$ cat src/rtl/game_ctrl.sv
// Game-control stage: collision and scoring against the current pipe, the
// IDLE/PLAY/DYING/OVER state machine and the control strobes back to bird and pipe.
module game_ctrl #(
    parameter int N            = 10,
    parameter int BIRD_SIZE    = 15,
    parameter int PIPE_W       = 40,
    parameter int FLOOR_Y      = 470,
    parameter int DEATH_CYCLES = 24,
    parameter int SCORE_MAX    = 999
) (
    input  logic                clk,
    input  logic                reset,
    input  logic                key_flap,
    input  logic signed [N-1:0] bird_x,
    input  logic signed [N-1:0] bird_yb,
    input  logic signed [N-1:0] bird_yt,
    input  logic signed [N-1:0] pipe_x,
    input  logic signed [N-1:0] gap_top,
    input  logic signed [N-1:0] gap_bot,
    output logic                bird_reset,
    output logic                flap,
    output logic                pipe_en,
    output logic [1:0]          state,
    output logic                hit,
    output logic [9:0]          score,
    output logic [9:0]          hi_score
);

    typedef enum logic [1:0] {
        StIdle  = 2'd0,
        StPlay  = 2'd1,
        StDying = 2'd2,
        StOver  = 2'd3
    } state_e;

    localparam int CntW = (DEATH_CYCLES > 1) ? $clog2(DEATH_CYCLES) : 1;
    localparam logic [CntW-1:0]    CntLast  = CntW'(DEATH_CYCLES - 1);
    localparam logic signed [N:0]  BirdOff  = (N+1)'(BIRD_SIZE - 1);
    localparam logic signed [N:0]  PipeOff  = (N+1)'(PIPE_W - 1);
    localparam logic signed [N:0]  FloorLim = (N+1)'(FLOOR_Y);
    localparam logic [9:0]         ScoreMax = 10'(SCORE_MAX);
    // Nothing compares greater than the largest positive value, so this acts
    // like loading pipe_x at reset: no spurious wrap on the first cycle.
    localparam logic signed [N-1:0] PrevRst = {1'b0, {(N-1){1'b1}}};

    state_e                state_q, state_d;
    logic [CntW-1:0]       cnt_q, cnt_d;
    logic [9:0]            score_q, score_d;
    logic [9:0]            hi_q, hi_d;
    logic                  scored_q, scored_d;
    logic                  hit_q, hit_d;
    logic                  bird_reset_q, bird_reset_d;
    logic signed [N-1:0]   prev_pipe_x_q, prev_pipe_x_d;

    logic signed [N:0] bx_l, bx_r, px_l, px_r, yt, yb, gt, gb;
    logic              h_overlap, collision, passed, wrapped;

    always_comb begin
        bx_l      = {bird_x[N-1], bird_x};
        bx_r      = bx_l + BirdOff;
        px_l      = {pipe_x[N-1], pipe_x};
        px_r      = px_l + PipeOff;
        yt        = {bird_yt[N-1], bird_yt};
        yb        = {bird_yb[N-1], bird_yb};
        gt        = {gap_top[N-1], gap_top};
        gb        = {gap_bot[N-1], gap_bot};
        h_overlap = (bx_l <= px_r) && (bx_r >= px_l);
        collision = (h_overlap && ((yt < gt) || (yb > gb))) || (yb >= FloorLim);
        passed    = px_r < bx_l;
        wrapped   = pipe_x > prev_pipe_x_q;
    end

    always_comb begin
        state_d       = state_q;
        cnt_d         = cnt_q;
        score_d       = score_q;
        hi_d          = hi_q;
        scored_d      = scored_q;
        hit_d         = hit_q;
        bird_reset_d  = 1'b0;
        prev_pipe_x_d = pipe_x;
        unique case (state_q)
            StIdle: begin
                hit_d = 1'b0;
                if (key_flap) begin
                    state_d  = StPlay;
                    score_d  = 10'd0;
                    scored_d = 1'b0;
                end
            end
            StPlay: begin
                hit_d = collision;
                if (wrapped) scored_d = 1'b0;
                if (passed && !scored_q) begin
                    score_d  = (score_q < ScoreMax) ? score_q + 10'd1 : ScoreMax;
                    scored_d = 1'b1;
                end
                if (hit_q) begin
                    state_d = StDying;
                    cnt_d   = '0;
                end
            end
            StDying: begin
                cnt_d = cnt_q + 1'b1;
                if (cnt_q == CntLast) begin
                    state_d = StOver;
                    if (score_q > hi_q) hi_d = score_q;
                end
            end
            StOver: begin
                if (key_flap) begin
                    state_d      = StIdle;
                    bird_reset_d = 1'b1;
                end
            end
            default: state_d = StIdle;
        endcase
    end

    always_ff @(posedge clk or negedge reset) begin
        if (!reset) begin
            state_q       <= StIdle;
            cnt_q         <= '0;
            score_q       <= 10'd0;
            hi_q          <= 10'd0;
            scored_q      <= 1'b0;
            hit_q         <= 1'b0;
            bird_reset_q  <= 1'b1;
            prev_pipe_x_q <= PrevRst;
        end else begin
            state_q       <= state_d;
            cnt_q         <= cnt_d;
            score_q       <= score_d;
            hi_q          <= hi_d;
            scored_q      <= scored_d;
            hit_q         <= hit_d;
            bird_reset_q  <= bird_reset_d;
            prev_pipe_x_q <= prev_pipe_x_d;
        end
    end

    assign state      = state_q;
    assign hit        = hit_q;
    assign score      = score_q;
    assign hi_score   = hi_q;
    assign bird_reset = bird_reset_q;
    assign pipe_en    = (state_q == StPlay);
    // Combinational so the bird reacts in the same cycle as the key press.
    assign flap       = key_flap && (state_q == StPlay);

endmodule

$ cat config.mk
export PLATFORM = sky130hd
export DESIGN_NAME = game_ctrl
export DESIGN_NICKNAME = d
export VERILOG_FILES = /design/src/rtl/game_ctrl.sv
export SDC_FILE = /design/constraint.sdc
export NUM_CORES = 1
export LEC_CHECK = 0
export CORE_AREA = 2 2 126 128
export DETAILED_ROUTE_END_ITERATION = 10
export DIE_AREA = 0 0 128 130
export GPL_ROUTABILITY_DRIVEN = 0
export PLACE_DENSITY = 0.46
export SLEW_MARGIN = 20
export SYNTH_ARGS = -nofsm -noshare
export SYNTH_HDL_FRONTEND = slang
export SYNTH_SLANG_ARGS = --single-unit
export TNS_END_PERCENT = 50
$ cat constraint.sdc
create_clock -name clk -period 2 [get_ports clk]
set_input_delay 0.6 -clock clk [delete_from_list [all_inputs] [get_ports clk]]
set_output_delay 0.6 -clock clk [all_outputs]
set_load 0.01 [all_outputs]
==> impl_metrics.py <==
metrics = {
    "outcome": {
        "status": "finished with violations",
        "failed_checks": "setup timing",
    },
    "synth": {
        "synth_cell_types": 57,
        "synth-edff-count": 0,
        "synth_async_sr_flop_share": 1.00,
        "synth_area_per_cell_um2": 8.68,
        "ys_seq_area_frac": 0.272,
        "synthCells": 429,
        "synth-seq-cells": 40,
        "synthesis.nets": 562,
        "netlist_area_um2": 3720,
        "ys_warn_count": 0,
        "synthFlopType": "dfrtp_1",
    },
    "min_path": {
        "hp-class": "in2async",
    },
    "cts": {
        "h-tree-depth": 2,
        "clk_latency_ns": 0.28,
        "cts-root-buf": "clkbuf_16",
        "cts_made_buffers": 5,
        "clockBufferDepth": 2,
        "cts_tree": "done",
        "clkSinkCount": 40,
        "path_clk_slew_ns": 0.06,
    },
    "floorplan": {
        "core.rowCount": 46,
        "ioPinCount": 89,
        "coreArea_um2": 15400,
        "die_h_um": 130,
        "start_util": 0.241,
        "die_width_um": 128,
        "dieArea_um2": 16600,
    },
    "finish": {
        "multi_input_area_um2": 2690,
        "stdcell_count": 800,
        "area_growth_pct": 60.5,
        "drive_gt1_frac": 0.297,
        "post-route-util": 0.387,
        "seq_area_um2": 1010,
        "num-nets-final": 739,
        "fillers": 1579,
    },
    "power": {
        "p_switching_mw": 1.42,
        "p_sw_frac": 0.356,
        "p_seq_frac": 0.270,
        "ir_drop_mv": 0.323,
        "power.internal_mw": 2.57,
        "clockPowerShare": 0.229,
        "comb_power_share": 0.502,
        "powerDensity_nw_per_um2": 667,
        "leakage_nw": 2.95,
    },
    "grt": {
        "grt_pass1_wl_um": 18000,
        "gr-total-overflow": 0,
        "grt_max_degree": 41,
        "grt_usage": 0.130,
        "grt_pass1_vias": 3892,
        "antenna_found_initial": 1,
    },
    "worst_setup_path": {
        "worst-r2r-setup-slack_ns": -0.11,
        "arrival_ns": 2.98,
        "crit_fanout": 6,
        "crit_type": "in2reg",
        "cp_data_required_time_ns": 2.19,
        "end_kind": "register",
        "start_kind": "primary input",
    },
    "run": {
        "maxCapViolCount": 0,
    },
    "drt": {
        "drtAntennaViolNets": 0,
        "vias": 3647,
        "drt_iter0_markers": 80,
        "vias_per_cell": 4.56,
        "route.detailed.drc": 0,
        "dr.pass1.iters": 4,
        "post_drt_wl_per_cell_um": 13.3,
        "wirelength_um": 10600,
    },
    "placement": {
        "dpl.hpwl_um": 8600,
        "port_buffers": 88,
        "dp_cells": 783,
    },
    "sta": {
        "finalHoldViolCount": 0,
        "fin_worst_skew_ns": 0.00788,
        "grt_setup_unrepaired": "yes",
        "maxSlewHeadroom": 0.632,
        "period_share": 1.39,
        "slew_violations": 0,
        "fmax_ghz": 0.359,
        "setup_viol": 12,
        "min_period_ns": 2.79,
        "worst-slew-pin-transition_ns": 0.553,
        "layout_setup_ws_ns": -0.787,
    },
}
final timing paths:
path / from / end / cells past startpoint
worst max-delay path: pipe_x[1] / score[8] / 14
worst min-delay path: reset / hi_score[2] / 2
worst max register to register: prev_pipe_x_q[3] / scored_q / 9
worst min register to register: score[0] / score[0] / 1
max in group asynchronous: reset / prev_pipe_x_q[1] / 2
min in group clk: score[0] / score[0] / 1
worst max-delay path, cell delays in order:
cell and delay (ns):
buf_8 0.08, nor3_2 0.04, or3_4 0.41, nand2_4 0.09, nand4_1 0.10, xnor2_1 0.15
ha_1 0.30, inv_1 0.06, o211ai_1 0.08, buf_4 0.16, a2111oi_4 0.40, buf_6 0.18
a41oi_2 0.09, a311oi_2 0.23
power groups by stage:
stage / Clock, mW / Sequential (mW) / Combinational [mW]
after floorplan: 0 / 1.13 / 0.913
after global placement: 0 / 1.08 / 1.84
after detailed placement: 0 / 1.09 / 1.87
after CTS: 0.946 / 1.07 / 1.96
after global routing: 0.979 / 1.10 / 2.24
final: 0.912 / 1.07 / 2.00
flip-flops by register name, indices dropped and copies added (netlist names):
name           count
cnt_q              5
score             10
hit                1
prev_pipe_x_q     10
state              2
hi_score          10
scored_q           1
bird_reset         1
synth_stat cells (2+ instances only):
master	instances	area, µm²
and2_1	4	25.0
xor2_1	2	17.5
ha_1	70	876
nand3_1	14	70.1
o31a_1	2	17.5
o21a_1	3	22.5
dfstp_2	10	263
nand4_1	12	75.1
xnor2_1	14	123
and4_1	3	26.3
a21oi_2	2	17.5
a31oi_1	4	25.0
clkbuf_1	3	11.3
nor2_1	20	75.1
and3b_1	2	17.5
a211oi_1	4	30.0
mux2_2	9	101
o21ai_1	2	10.0
a21oi_1	26	130
o2111ai_1	4	35.0
inv_1	75	282
o221ai_1	2	17.5
nor2b_1	3	18.8
o31ai_1	2	15.0
and3_1	2	12.5
dfrtp_1	30	751
or3_1	3	18.8
o21ai_0	19	95.1
a21o_1	9	67.6
nand2b_1	4	25.0
nand2_1	29	109
o211ai_1	2	15.0
nand3b_1	4	30.0
nand4b_1	2	17.5
mux2i_1	2	20.0
a32o_1	2	20.0
nor3_1	9	45.0
cells in the final DEF (no fill, tap or decap), types with 3 or more instances in the layout:
cell type	synthesis	final
dfrtp_1	30	30
inv_2	0	6
dfstp_2	10	10
nand3_1	14	10
buf_4	0	83
dlymetal6s2s_1	0	4
mux2_4	0	6
xnor2_1	14	12
or3_4	0	3
nand3_2	0	4
nand2_1	29	25
nand4_1	12	12
o21ai_1	2	5
a21o_1	9	9
a211oi_1	4	3
inv_4	0	3
nor3_1	9	6
a31oi_1	4	3
nand2b_1	4	4
o21ai_0	19	14
nand3b_1	4	4
buf_8	0	3
inv_1	75	65
nor2_1	20	18
clkbuf_16	0	5
ha_4	0	4
buf_2	1	3
ha_1	70	64
a21oi_2	2	5
and2_1	4	4
buf_6	1	9
o21a_1	3	3
clkdlybuf4s50_1	0	65
and4_1	3	3
mux2_2	9	3
a21oi_1	26	23
dlygate4sd2_1	0	7
per-stage QoR:
| stage | setup TNS, ns | hold WS, ns | worst slack (ns) | power (mW) | cell area, µm² |
|---|---|---|---|---|---|
| after floorplan | -9.00 | 0.304 | -0.759 | 2.04 | 3790 |
| after global placement | -17.94 | 0.509 | -1.48 | 2.92 | 5490 |
| after detailed placement | -18.80 | 0.501 | -1.56 | 2.96 | 5490 |
| after CTS | -8.96 | 0.410 | -0.791 | 3.97 | 5850 |
| after global routing | -10.89 | 0.433 | -0.965 | 4.32 | 5980 |
| final | -8.68 | 0.391 | -0.787 | 3.99 | 5980 |
kinds of logic (layout without fill, tap and decap cells):
| group | Yosys count | in the layout | synth area share |
|---|---|---|---|
| AOI/OAI and AO/OA | 97 | 97 | 0.179 |
| xor gates and xnor gates | 16 | 16 | 0.0376 |
| adders and majority gates | 70 | 70 | 0.235 |
| buffers and inverters | 80 | 258 | 0.0830 |
| DFF | 40 | 40 | 0.272 |
| muxes | 11 | 11 | 0.0326 |
| other | 0 | 1 | 0 |
| and+or+nand+nor | 115 | 115 | 0.161 |
cell type report:
| cell class | instances | share of cell area |
|---|---|---|
| diodes | 1 | 0.000419 |
| clock buffers | 6 | 0.0216 |
| clock inverters | 2 | 0.00586 |
| inverters | 75 | 0.0496 |
| multi-input cells | 309 | 0.451 |
| flip-flops and latches | 40 | 0.170 |
| well taps | 192 | 0.0402 |
| repair buffers | 175 | 0.262 |
repair_timing:
action,CTS,global route
endpoints found under the setup margin,25,22
hold buffers,0,0
pin swaps,25,15
buffers inserted,7,0
cloned,1,0
resized for setup,97,32
per-layer routing:
metal / global-route usage / part of all wire / vias to the layer above
li1: - / - / 1878
met1: 0.161 / 0.45 / 1701
met2: 0.244 / 0.51 / 56
met3: 0.0172 / 0.030 / 12
met4: 0.0259 / 0.013 / 0
met5: 0 / 0 / -
Note: power is estimated with default switching activity, not from simulation.
